[src/rtl/dpe_pkg.sv]
// Shared widths, input count and types for the DPE packet multiplexer.
package dpe_pkg;

    localparam int DPE_DATA_W = 128;
    localparam int DPE_KEEP_W = DPE_DATA_W / 8;
    localparam int NUM_INPUTS = 5;
    localparam int SRC_IDX_W  = $clog2(NUM_INPUTS);

    typedef logic [SRC_IDX_W-1:0] src_idx_t;

    typedef enum logic {
        ST_IDLE = 1'b0,
        ST_BUSY = 1'b1
    } dpe_state_e;

endpackage

[src/rtl/dpe_if.sv]
// AXI-Stream style packet bundle; clock and reset travel with the bundle.
interface dpe_if
    import dpe_pkg::*;
#(
    parameter int DATA_W = DPE_DATA_W,
    parameter int KEEP_W = DATA_W / 8
) (
    input logic clk,
    input logic rst
);

    logic              tvalid;
    logic              tready;
    logic              tlast;
    logic [KEEP_W-1:0] tkeep;
    logic [DATA_W-1:0] tdata;

    modport sink (
        input  clk, rst, tvalid, tlast, tkeep, tdata,
        output tready
    );

    modport source (
        input  clk, rst, tready,
        output tvalid, tlast, tkeep, tdata
    );

endinterface

[src/rtl/rr_arbiter.sv]
// Round-robin arbiter: searches upward from the input after the last-served one.
module rr_arbiter #(
    parameter int N     = 5,
    parameter int IDX_W = $clog2(N)
) (
    input  logic             clk,
    input  logic             rst,
    input  logic [N-1:0]     i_req,
    input  logic             i_update,
    input  logic [IDX_W-1:0] i_update_idx,
    output logic             o_valid,
    output logic [N-1:0]     o_grant_oh,
    output logic [IDX_W-1:0] o_grant_idx
);

    logic [IDX_W-1:0] r_last;
    logic             w_found;
    logic [IDX_W-1:0] w_idx;

    function automatic logic [IDX_W-1:0] f_wrap(input logic [IDX_W-1:0] base, input int step);
        int sum;
        sum = int'(base) + step;
        if (sum >= N) begin
            sum = sum - N;
        end
        return IDX_W'(sum);
    endfunction

    always_comb begin
        w_found = 1'b0;
        w_idx   = '0;
        for (int k = 1; k <= N; k++) begin
            if (!w_found && i_req[f_wrap(r_last, k)]) begin
                w_found = 1'b1;
                w_idx   = f_wrap(r_last, k);
            end
        end
    end

    assign o_valid     = w_found;
    assign o_grant_idx = w_idx;
    assign o_grant_oh  = w_found ? (N'(1) << w_idx) : '0;

    // Reset points at the last input so input 0 wins the first arbitration.
    always_ff @(posedge clk) begin
        if (!rst) begin
            r_last <= IDX_W'(N - 1);
        end else if (i_update) begin
            r_last <= i_update_idx;
        end
    end

endmodule

[src/rtl/dpe_multiplexer.sv]
// Packet-granular 5:1 stream merger; the owning input streams straight through to to_dpe.
//   state | meaning
//   IDLE  | no owner; arbitrate unless paused
//   BUSY  | r_grant owns to_dpe until its tlast handshake
module dpe_multiplexer
    import dpe_pkg::*;
#(
    parameter int DATA_W = DPE_DATA_W,
    parameter int KEEP_W = DATA_W / 8
) (
    dpe_if.sink   from_cpu,
    dpe_if.sink   from_eth_1,
    dpe_if.sink   from_eth_2,
    dpe_if.sink   from_eth_3,
    dpe_if.sink   from_eth_4,
    dpe_if.source to_dpe,
    input  logic  pause,
    output logic  is_idle
);

    logic                  w_clk;
    logic                  w_rst;
    logic [NUM_INPUTS-1:0] w_in_valid;
    logic [NUM_INPUTS-1:0] w_in_last;
    logic [NUM_INPUTS-1:0] w_in_ready;
    logic [DATA_W-1:0]     w_in_data [NUM_INPUTS];
    logic [KEEP_W-1:0]     w_in_keep [NUM_INPUTS];

    logic                  w_out_valid;
    logic                  w_out_last;
    logic [DATA_W-1:0]     w_out_data;
    logic [KEEP_W-1:0]     w_out_keep;
    logic                  w_pkt_end;

    logic [NUM_INPUTS-1:0] w_arb_req;
    logic                  w_arb_valid;
    logic [NUM_INPUTS-1:0] w_arb_oh;
    src_idx_t              w_arb_idx;

    dpe_state_e            r_state;
    src_idx_t              r_grant;
    logic [NUM_INPUTS-1:0] r_grant_oh;
    logic                  r_is_idle;

    assign w_clk = to_dpe.clk;
    assign w_rst = to_dpe.rst;

    assign w_in_valid = {from_eth_4.tvalid, from_eth_3.tvalid, from_eth_2.tvalid,
                         from_eth_1.tvalid, from_cpu.tvalid};
    assign w_in_last  = {from_eth_4.tlast, from_eth_3.tlast, from_eth_2.tlast,
                         from_eth_1.tlast, from_cpu.tlast};
    assign w_in_data[0] = from_cpu.tdata;
    assign w_in_data[1] = from_eth_1.tdata;
    assign w_in_data[2] = from_eth_2.tdata;
    assign w_in_data[3] = from_eth_3.tdata;
    assign w_in_data[4] = from_eth_4.tdata;
    assign w_in_keep[0] = from_cpu.tkeep;
    assign w_in_keep[1] = from_eth_1.tkeep;
    assign w_in_keep[2] = from_eth_2.tkeep;
    assign w_in_keep[3] = from_eth_3.tkeep;
    assign w_in_keep[4] = from_eth_4.tkeep;

    always_comb begin
        w_out_valid = 1'b0;
        w_out_last  = 1'b0;
        w_out_data  = '0;
        w_out_keep  = '0;
        if (r_state == ST_BUSY) begin
            w_out_valid = w_in_valid[r_grant];
            w_out_last  = w_in_last[r_grant];
            w_out_data  = w_in_data[r_grant];
            w_out_keep  = w_in_keep[r_grant];
        end
    end

    // Backpressure reaches only the owner; everyone else sees tready low.
    assign w_in_ready = (r_state == ST_BUSY && to_dpe.tready) ? r_grant_oh : '0;
    assign w_pkt_end  = w_out_valid && to_dpe.tready && w_out_last;
    assign w_arb_req  = (r_state == ST_IDLE && !pause) ? w_in_valid : '0;

    assign to_dpe.tvalid    = w_out_valid;
    assign to_dpe.tlast     = w_out_last;
    assign to_dpe.tdata     = w_out_data;
    assign to_dpe.tkeep     = w_out_keep;
    assign from_cpu.tready   = w_in_ready[0];
    assign from_eth_1.tready = w_in_ready[1];
    assign from_eth_2.tready = w_in_ready[2];
    assign from_eth_3.tready = w_in_ready[3];
    assign from_eth_4.tready = w_in_ready[4];
    assign is_idle           = r_is_idle;

    rr_arbiter #(
        .N     (NUM_INPUTS),
        .IDX_W (SRC_IDX_W)
    ) u_rr_arbiter (
        .clk          (w_clk),
        .rst          (w_rst),
        .i_req        (w_arb_req),
        .i_update     (w_pkt_end),
        .i_update_idx (r_grant),
        .o_valid      (w_arb_valid),
        .o_grant_oh   (w_arb_oh),
        .o_grant_idx  (w_arb_idx)
    );

    always_ff @(posedge w_clk) begin
        if (!w_rst) begin
            r_state    <= ST_IDLE;
            r_grant    <= '0;
            r_grant_oh <= '0;
            r_is_idle  <= 1'b1;
        end else begin
            case (r_state)
                ST_IDLE: begin
                    if (w_arb_valid) begin
                        r_state    <= ST_BUSY;
                        r_grant    <= w_arb_idx;
                        r_grant_oh <= w_arb_oh;
                        r_is_idle  <= 1'b0;
                    end
                end
                ST_BUSY: begin
                    if (w_pkt_end) begin
                        r_state    <= ST_IDLE;
                        r_grant_oh <= '0;
                        r_is_idle  <= 1'b1;
                    end
                end
                default: begin
                    r_state    <= ST_IDLE;
                    r_grant_oh <= '0;
                    r_is_idle  <= 1'b1;
                end
            endcase
        end
    end

endmodule

[src/flat_wrapper.sv]
// flat-port wrapper written by rule: the top's interface ports become plain ports
module dpe_multiplexer_flat import dpe_pkg::*;
#(
    parameter int DATA_W = DPE_DATA_W,
    parameter int KEEP_W = DATA_W / 8
)
  (pause, is_idle, clk, rst, from_cpu_tvalid, from_cpu_tlast, from_cpu_tkeep, from_cpu_tdata, from_cpu_tready, from_eth_1_tvalid, from_eth_1_tlast, from_eth_1_tkeep, from_eth_1_tdata, from_eth_1_tready, from_eth_2_tvalid, from_eth_2_tlast, from_eth_2_tkeep, from_eth_2_tdata, from_eth_2_tready, from_eth_3_tvalid, from_eth_3_tlast, from_eth_3_tkeep, from_eth_3_tdata, from_eth_3_tready, from_eth_4_tvalid, from_eth_4_tlast, from_eth_4_tkeep, from_eth_4_tdata, from_eth_4_tready, to_dpe_tready, to_dpe_tvalid, to_dpe_tlast, to_dpe_tkeep, to_dpe_tdata);
  dpe_if #(.DATA_W(DATA_W), .KEEP_W(KEEP_W)) from_cpu_i (.clk(clk), .rst(rst));
  dpe_if #(.DATA_W(DATA_W), .KEEP_W(KEEP_W)) from_eth_1_i (.clk(clk), .rst(rst));
  dpe_if #(.DATA_W(DATA_W), .KEEP_W(KEEP_W)) from_eth_2_i (.clk(clk), .rst(rst));
  dpe_if #(.DATA_W(DATA_W), .KEEP_W(KEEP_W)) from_eth_3_i (.clk(clk), .rst(rst));
  dpe_if #(.DATA_W(DATA_W), .KEEP_W(KEEP_W)) from_eth_4_i (.clk(clk), .rst(rst));
  dpe_if #(.DATA_W(DATA_W), .KEEP_W(KEEP_W)) to_dpe_i (.clk(clk), .rst(rst));
  input  logic pause;
  output logic is_idle;
  input wire logic clk;
  input wire logic rst;
  input wire logic [$bits(from_cpu_i.tvalid)-1:0] from_cpu_tvalid;
  input wire logic [$bits(from_cpu_i.tlast)-1:0] from_cpu_tlast;
  input wire logic [$bits(from_cpu_i.tkeep)-1:0] from_cpu_tkeep;
  input wire logic [$bits(from_cpu_i.tdata)-1:0] from_cpu_tdata;
  output wire logic [$bits(from_cpu_i.tready)-1:0] from_cpu_tready;
  input wire logic [$bits(from_eth_1_i.tvalid)-1:0] from_eth_1_tvalid;
  input wire logic [$bits(from_eth_1_i.tlast)-1:0] from_eth_1_tlast;
  input wire logic [$bits(from_eth_1_i.tkeep)-1:0] from_eth_1_tkeep;
  input wire logic [$bits(from_eth_1_i.tdata)-1:0] from_eth_1_tdata;
  output wire logic [$bits(from_eth_1_i.tready)-1:0] from_eth_1_tready;
  input wire logic [$bits(from_eth_2_i.tvalid)-1:0] from_eth_2_tvalid;
  input wire logic [$bits(from_eth_2_i.tlast)-1:0] from_eth_2_tlast;
  input wire logic [$bits(from_eth_2_i.tkeep)-1:0] from_eth_2_tkeep;
  input wire logic [$bits(from_eth_2_i.tdata)-1:0] from_eth_2_tdata;
  output wire logic [$bits(from_eth_2_i.tready)-1:0] from_eth_2_tready;
  input wire logic [$bits(from_eth_3_i.tvalid)-1:0] from_eth_3_tvalid;
  input wire logic [$bits(from_eth_3_i.tlast)-1:0] from_eth_3_tlast;
  input wire logic [$bits(from_eth_3_i.tkeep)-1:0] from_eth_3_tkeep;
  input wire logic [$bits(from_eth_3_i.tdata)-1:0] from_eth_3_tdata;
  output wire logic [$bits(from_eth_3_i.tready)-1:0] from_eth_3_tready;
  input wire logic [$bits(from_eth_4_i.tvalid)-1:0] from_eth_4_tvalid;
  input wire logic [$bits(from_eth_4_i.tlast)-1:0] from_eth_4_tlast;
  input wire logic [$bits(from_eth_4_i.tkeep)-1:0] from_eth_4_tkeep;
  input wire logic [$bits(from_eth_4_i.tdata)-1:0] from_eth_4_tdata;
  output wire logic [$bits(from_eth_4_i.tready)-1:0] from_eth_4_tready;
  input wire logic [$bits(to_dpe_i.tready)-1:0] to_dpe_tready;
  output wire logic [$bits(to_dpe_i.tvalid)-1:0] to_dpe_tvalid;
  output wire logic [$bits(to_dpe_i.tlast)-1:0] to_dpe_tlast;
  output wire logic [$bits(to_dpe_i.tkeep)-1:0] to_dpe_tkeep;
  output wire logic [$bits(to_dpe_i.tdata)-1:0] to_dpe_tdata;
  assign from_cpu_i.tvalid = from_cpu_tvalid;
  assign from_cpu_i.tlast = from_cpu_tlast;
  assign from_cpu_i.tkeep = from_cpu_tkeep;
  assign from_cpu_i.tdata = from_cpu_tdata;
  assign from_cpu_tready = from_cpu_i.tready;
  assign from_eth_1_i.tvalid = from_eth_1_tvalid;
  assign from_eth_1_i.tlast = from_eth_1_tlast;
  assign from_eth_1_i.tkeep = from_eth_1_tkeep;
  assign from_eth_1_i.tdata = from_eth_1_tdata;
  assign from_eth_1_tready = from_eth_1_i.tready;
  assign from_eth_2_i.tvalid = from_eth_2_tvalid;
  assign from_eth_2_i.tlast = from_eth_2_tlast;
  assign from_eth_2_i.tkeep = from_eth_2_tkeep;
  assign from_eth_2_i.tdata = from_eth_2_tdata;
  assign from_eth_2_tready = from_eth_2_i.tready;
  assign from_eth_3_i.tvalid = from_eth_3_tvalid;
  assign from_eth_3_i.tlast = from_eth_3_tlast;
  assign from_eth_3_i.tkeep = from_eth_3_tkeep;
  assign from_eth_3_i.tdata = from_eth_3_tdata;
  assign from_eth_3_tready = from_eth_3_i.tready;
  assign from_eth_4_i.tvalid = from_eth_4_tvalid;
  assign from_eth_4_i.tlast = from_eth_4_tlast;
  assign from_eth_4_i.tkeep = from_eth_4_tkeep;
  assign from_eth_4_i.tdata = from_eth_4_tdata;
  assign from_eth_4_tready = from_eth_4_i.tready;
  assign to_dpe_i.tready = to_dpe_tready;
  assign to_dpe_tvalid = to_dpe_i.tvalid;
  assign to_dpe_tlast = to_dpe_i.tlast;
  assign to_dpe_tkeep = to_dpe_i.tkeep;
  assign to_dpe_tdata = to_dpe_i.tdata;
  dpe_multiplexer #(.DATA_W(DATA_W), .KEEP_W(KEEP_W)) u_core (.from_cpu(from_cpu_i), .from_eth_1(from_eth_1_i), .from_eth_2(from_eth_2_i), .from_eth_3(from_eth_3_i), .from_eth_4(from_eth_4_i), .to_dpe(to_dpe_i), .pause(pause), .is_idle(is_idle));
endmodule
[config.mk]
export PLATFORM = sky130hd
export DESIGN_NAME = dpe_multiplexer_flat
export DESIGN_NICKNAME = d
export VERILOG_FILES = /design/src/rtl/dpe_pkg.sv /design/src/rtl/dpe_if.sv /design/src/rtl/rr_arbiter.sv /design/src/rtl/dpe_multiplexer.sv /design/src/flat_wrapper.sv
export SDC_FILE = /design/constraint.sdc
export NUM_CORES = 1
export LEC_CHECK = 0
export CORE_AREA = 3 3 344 346
export DETAILED_ROUTE_END_ITERATION = 10
export DIE_AREA = 0 0 347 349
export DONT_BUFFER_PORTS = 1
export SETUP_SLACK_MARGIN = 0.4
export SLEW_MARGIN = 40
export SYNTH_ARGS = -nofsm -noshare
export SYNTH_HDL_FRONTEND = slang
export SYNTH_HIERARCHICAL = 1
export SYNTH_SLANG_ARGS = --single-unit
[constraint.sdc]
create_clock -name clk -period 12.45 [get_ports clk]
set_clock_uncertainty 0.15 [all_clocks]
set_input_delay 0.6225 -clock clk [delete_from_list [all_inputs] [get_ports clk]]
set_output_delay 0.6225 -clock clk [all_outputs]
set_load 0.02 [all_outputs]
Word level (Yosys, flattened, before mapping) --
Index checks and enable logic that the tools add are counted.
Storage, ports and cells: bits in latches 0, logic and storage cells 97, memory bits (read-only) 0, bits of input ports 734, memory bits (writable) 0, bits in registers 13, memories 0
Cells by class: reductions and logical operators 15, magnitude comparators 12, shift-type cells 1, $add $sub $neg 10, muxes and demuxes 50, multipliers 0, equal/unequal tests 2, divide/modulo/power cells 0, bitwise gates (word level) 2
Operators by type and width (number):
- $bmux W128 S3 | 1
- $mux W128 | 3
- $bmux W16 S3 | 1
- $mux W16 | 3
- $mux W3 | 10
- $lt A3 B4 Y1 const B | 6
- $bmux W1 S3 | 7
- $ge A4 B3 Y1 const B | 5
- $mux W5 | 4
- $mux W1 | 18
- $sub A3 B3 Y3 const B | 5
- $pmux W5 S2 | 1
- $add A3 B2 Y4 const B | 2
- $add A3 B3 Y4 const B | 2
- $logic_and A1 B1 Y1 | 8
- $logic_not A1 Y1 | 5
- $shl A1 B3 Y5 const A | 1
- $add A3 B1 Y4 const B | 1
- $ge A4 B4 Y1 const B | 1
- $ne A2 B2 Y1 const B | 2
- $not A3 Y4 | 1
- $pmux W1 S2 | 2
- $reduce_and A2 Y1 | 2
- $not A1 Y1 | 1

Depth between registers and ports, before layout --
word-level depth 21, depth in mapped cells 16, depth with buffers taken out 15

Cells and area by module --
Netlist, hierarchy kept.
By module, submodules not included:
- dpe_multiplexer | instances 1, cells an instance 581, area each 6211.0 um^2, sequential area each 200.2 um^2
- rr_arbiter | instances 1, cells an instance 175, area each 1340.0 um^2, sequential area each 60.1 um^2

Least setup slack after synthesis --
Ideal clock, no wire load.
kind register to register, start point register u_core.u_rr_arbiter.r_last[0], end point register u_core.r_grant_oh[1], stages on the path, launching flop included 15, path buffers 4, setup time 76 ps, path slack 8537 ps, required time 12224 ps, period minus slack after synthesis 3913 ps, arrival 3687 ps, cells stage by stage dfxtp_1 buf_2 clkinv_1 ha_1 clkbuf_1 mux4_2 a31o_1 a311oi_4 nand3_1 or3_1 nand2b_1 clkbuf_1 clkbuf_1 nand3_1 o22ai_1
RTL lines:
- from (decl) | RTL line rr_arbiter.sv:16 | logic [IDX_W-1:0] r_last;
- from (signal assigned) | RTL line rr_arbiter.sv:47 | r_last <= IDX_W'(N - 1);
- from (signal assigned) | RTL line rr_arbiter.sv:49 | r_last <= i_update_idx;
- $add A3 B1 Y4 | RTL line rr_arbiter.sv:22 | sum = int'(base) + step;
- $ge A4 B3 Y1 or $sub A3 B3 Y3 (tied branches) | RTL line rr_arbiter.sv:23, rr_arbiter.sv:24
- $mux W3 | RTL line rr_arbiter.sv:23 | if (sum >= N) begin
- $bmux W1 S3 | RTL line rr_arbiter.sv:33 | if (!w_found && i_req[f_wrap(r_last, k)]) begin
- $mux W1 (not written as such) | RTL line rr_arbiter.sv:33
- $mux W1 | RTL line rr_arbiter.sv:33
- $logic_not A1 Y1 | RTL line rr_arbiter.sv:33
- $logic_and A1 B1 Y1 | RTL line rr_arbiter.sv:33
- [... 5 more ...]
- $logic_and A1 B1 Y1 | RTL line rr_arbiter.sv:33
- $mux W1 | RTL line rr_arbiter.sv:33
- $logic_not A1 Y1 | RTL line rr_arbiter.sv:33
- $logic_and A1 B1 Y1 | RTL line rr_arbiter.sv:33
- $mux W1 * | RTL line rr_arbiter.sv:33
- net u_core.w_arb_valid | RTL line dpe_multiplexer.sv:36 | logic w_arb_valid;
- $ne A2 B2 Y1 (no line) *
- $reduce_and A2 Y1 (no line) *
- to (signal assigned) | RTL line dpe_multiplexer.sv:118 | r_grant_oh <= w_arb_oh;
- to (decl) | RTL line dpe_multiplexer.sv:42 | logic [NUM_INPUTS-1:0] r_grant_oh;
The timed path passes the listed nets; every way through them passes the cells marked *. The select of a mux whose other input is x is not followed. A chain may end at the register's enable or synchronous reset.

Worst setup path in the final report --
start point register u_core.u_rr_arbiter.r_last[1], end point register u_core.r_grant[0]
Between the ends: longest elaborated chain between the ends 19
RTL lines:
- $add A3 B1 Y4 | RTL line rr_arbiter.sv:22
- $ge A4 B3 Y1 or $sub A3 B3 Y3 (tied branches) | RTL line rr_arbiter.sv:23, rr_arbiter.sv:24
- $mux W3 | RTL line rr_arbiter.sv:23
- $bmux W1 S3 | RTL line rr_arbiter.sv:33
- $mux W1 (not written as such) | RTL line rr_arbiter.sv:33
- $mux W1 | RTL line rr_arbiter.sv:33
- $logic_not A1 Y1 | RTL line rr_arbiter.sv:33
- $logic_and A1 B1 Y1 | RTL line rr_arbiter.sv:33
- [... 4 more ...]
- $logic_not A1 Y1 | RTL line rr_arbiter.sv:33
- $logic_and A1 B1 Y1 | RTL line rr_arbiter.sv:33
- $mux W1 | RTL line rr_arbiter.sv:33
- $logic_not A1 Y1 | RTL line rr_arbiter.sv:33
- $logic_and A1 B1 Y1 | RTL line rr_arbiter.sv:33
- $mux W1 * | RTL line rr_arbiter.sv:33
- net u_core.w_arb_valid | RTL line dpe_multiplexer.sv:36
- $reduce_and A2 Y1 (no line) *
- to (signal assigned) | RTL line dpe_multiplexer.sv:117 | r_grant <= w_arb_idx;
- to (decl) | RTL line dpe_multiplexer.sv:41 | src_idx_t r_grant;
Marks and branches as above.

==> metrics <==
largest net degree at the start of global routing 93; Worst EP required 12.43 ns; Die Width 347 um; Avg Vias per Cell 3.644; drt initial violations 1447; Synth Register Bits 13; crit path time final 4.283 ns; Overflow after GRT 0; htree depth 1; setup TNS 0 ns; simple-gate share of the synthesized area 0.2013; r2r startpoint u_core/u_rr_arbiter/r_last[1]; sequential area share after synthesis 0.03447; clk sink count 13; final instance count without filler cells 2272; synth unique cells 69; Max VDD drop 0.03646 mV; commonest non-fill, non-tap cell in the layout nor2b_1; post-synthesis compound-gate area fraction 0.2096; part of the power in combinational logic 0.817; switch share 0.5927; status finished, final reports clean; pre-CTS WS 8.217 ns; Worst Tran Pin Value 0.8191 ns; WP data arrival 4.26 ns; clk buf depth 2; unrepaired setup endpoints after global routing no; r2r setup slk 8.17 ns; CTS Buf Count 3; Area contributors post-synth mux4_2, a22oi_1, nor2b_1; layout cells sized above 1 0.2931; Max Cap Viol 0; Die Ht 349 um; dominant synthesized flop cell dfxtp_1; Cells after DPL 2198; final wirelength 84500 um; vias in the first global route 7305; Synth Cell Area 0.007551 mm^2; WL/cell 37.19 um; CTS Root Cell clkbuf_16; worst setup path startpoint u_core/u_rr_arbiter/r_last[1]; part of the cycle the worst path needs 0.3441; final hold vios 0; die footprint 0.1211 mm^2; GP Congestion 1.115; global-route wire length before repair 97170 um; crit end category flop; worst rel slew slack 0.4528; Critical Path, Cell by Cell inv_1, ha_1, mux4_2, a31o_1, a311oi_4, nand3_1, or3_1, nand2b_1, mux2i_1, nor2b_1; worst hold margin 0.3132 ns; sequential share of power 0.092; Starting Density 0.06524; Pint 277.3 uW; Post-Syn Area per Cell 9.988 um^2; Largest delay share family, worst path simple AND/OR/NAND/NOR gates; post-DP HPWL 77870 um; synth warn 6; final net count 1425; core area 0.1157 mm^2; DR pass1 iterations 6; Synth Net Count 1501; pwr dens 72.12 mW/mm^2; cts repair resizes 0; vias 8280; CTS clk-pin slew, worst paths 0.05 ns; CP max FO 17; IO Pins 886; FF-to-FF End u_core/r_grant[0]; Setup-failing EPs final 0; Yosys top cell area share 0.4384; area leader, netlist mux4_2; slowest stage delay, CP 0.67 ns; cts-stage hold buffer count 0; CP Class flop to flop; setup bufs post-CTS 0; Leak 2.517 nW; Layout area overhead 25.02%; Final ANT Viol Nets 0; CP startpoint kind flop; EDFF count, synth 0; Worst Reg2Reg Path Length in Cells 10; clock share of power 0.090; CP max stage cell ha_1; count of input and output buffers 0; Pins Over Slew Limit 0; Worst Slack Setup Final 8.167 ns; Crit path buffers/inverters 1; CTS tree yes; post-synthesis async set-or-reset flop share 0; DRC 0; FMAX 233.5 MHz; adder-cell area share of the yosys netlist 0.01922; mux contribution to synthesized area 0.4645; row count 125; worst skew pair latency 0.25 ns; Post-Synthesis Cells 756; main combinational cell family by area after synthesis multiplexers; total track usage 0.1287; Worst Hold Class input pin to flop; Sw Pwr 403.5 uW; crit path to u_core/r_grant[0]; number of cells on the critical path 10; most frequent cells in the layout nor2b_1, mux4_2, a22oi_1, nand2_1, nand3_1; initial antenna violation count 124; Post-Synth XOR/XNOR Area 0.003480
==> cells in the mapped netlist (all sizes together) (3+ instances only) <==
cell type and count:
nor3b 3, clkbuf 33, o211ai 3, nor3 4
and3 9, o31ai 3, nand2b 6, inv 10
mux2 7, o21ai 7, buf 62, mux2i 11
o22ai 6, mux4 147, nor2 11, a22oi 147
and2 9, a211oi 5, nor2b 158, ha 10
o21a 3, a21oi 13, nand2 17, or2 4
a21o 4, nand3 15, dfxtp 13, xnor2 3
==> cell families after synthesis <==
family,after synthesis
and+or+nand+nor,249
buffers and inverters,107
xor gates and xnor gates,3
AOI/OAI and AO/OA,208
adders and majority gates,11
muxes,165
DFF,13
==> area by class of cell <==
class / count / area [um^2]
diodes: 69 / 172.7
clock buffers: 3 / 75.07
clock inverters: 1 / 5.005
fillers: 13374 / 106300
inverters: 12 / 50.05
multi-input cells: 636 / 6808
flip-flops and latches: 13 / 271.5
well taps: 1524 / 1907
repair buffers: 14 / 151.4
==> worst register-to-register path, stage by stage, from the launching register on <==
cell and delay (ns):
dfxtp_1 0.60, inv_1 0.24, ha_1 0.67, mux4_2 0.56
a31o_1 0.29, a311oi_4 0.34, nand3_1 0.17, or3_1 0.35
nand2b_1 0.47, mux2i_1 0.26, nor2b_1 0.06
==> per-layer routing <==
| layer | wire length (um) | global-route usage |
|---|---|---|
| met1 | 32210 | 0.1538 |
| met2 | 38650 | 0.2073 |
| met3 | 9399 | 0.05112 |
| met4 | 3934 | 0.04771 |
| met5 | 312 | 0.004002 |
==> state kept, by name, summed over array words and instances, names as in the netlist <==
| name | flops |
|---|---|
| u_core/u_rr_arbiter/r_last | 3 |
| u_core/r_state | 1 |
| u_core/r_grant | 3 |
| u_core/r_grant_oh | 5 |
| u_core/is_idle | 1 |
==> how the worst min path moves through the flow <==
stage / startpoint / endpoint / slack (ns) / depth (start not counted)
after global placement: u_core/r_grant_oh[1] / u_core/r_grant_oh[1] / 0.33 / 2
after global routing: rst / u_core/is_idle / 0.31 / 1
final: rst / u_core/is_idle / 0.31 / 1
after floorplan: u_core/r_grant_oh[0] / u_core/r_grant_oh[0] / 0.30 / 2
after CTS: rst / u_core/is_idle / 0.31 / 1
after detailed placement: u_core/r_grant_oh[0] / u_core/r_grant_oh[0] / 0.33 / 2
==> power groups by stage <==
stage / registers, mW / logic, mW / clock network, mW
3_3_place_gp: 0.0727 / 0.553 / 0
4_1_cts: 0.0680 / 0.564 / 0.0630
6_report: 0.0628 / 0.556 / 0.0616
2_1_floorplan: 0.0477 / 0.381 / 0
5_1_grt: 0.0652 / 0.583 / 0.0655
3_5_place_dp: 0.0689 / 0.561 / 0
==> stage by stage <==
step           total power [mW]  cell area, um^2     util
3_3_place_gp             0.6260             9105  0.07867
2_1_floorplan            0.4289             7551        -
3_5_place_dp             0.6297             9165  0.07919
4_1_cts                  0.6951             9245  0.07988
5_1_grt                  0.7142             9360  0.08088
6_report                 0.6808             9440  0.08157
Note: power is estimated with default switching activity, not from simulation.
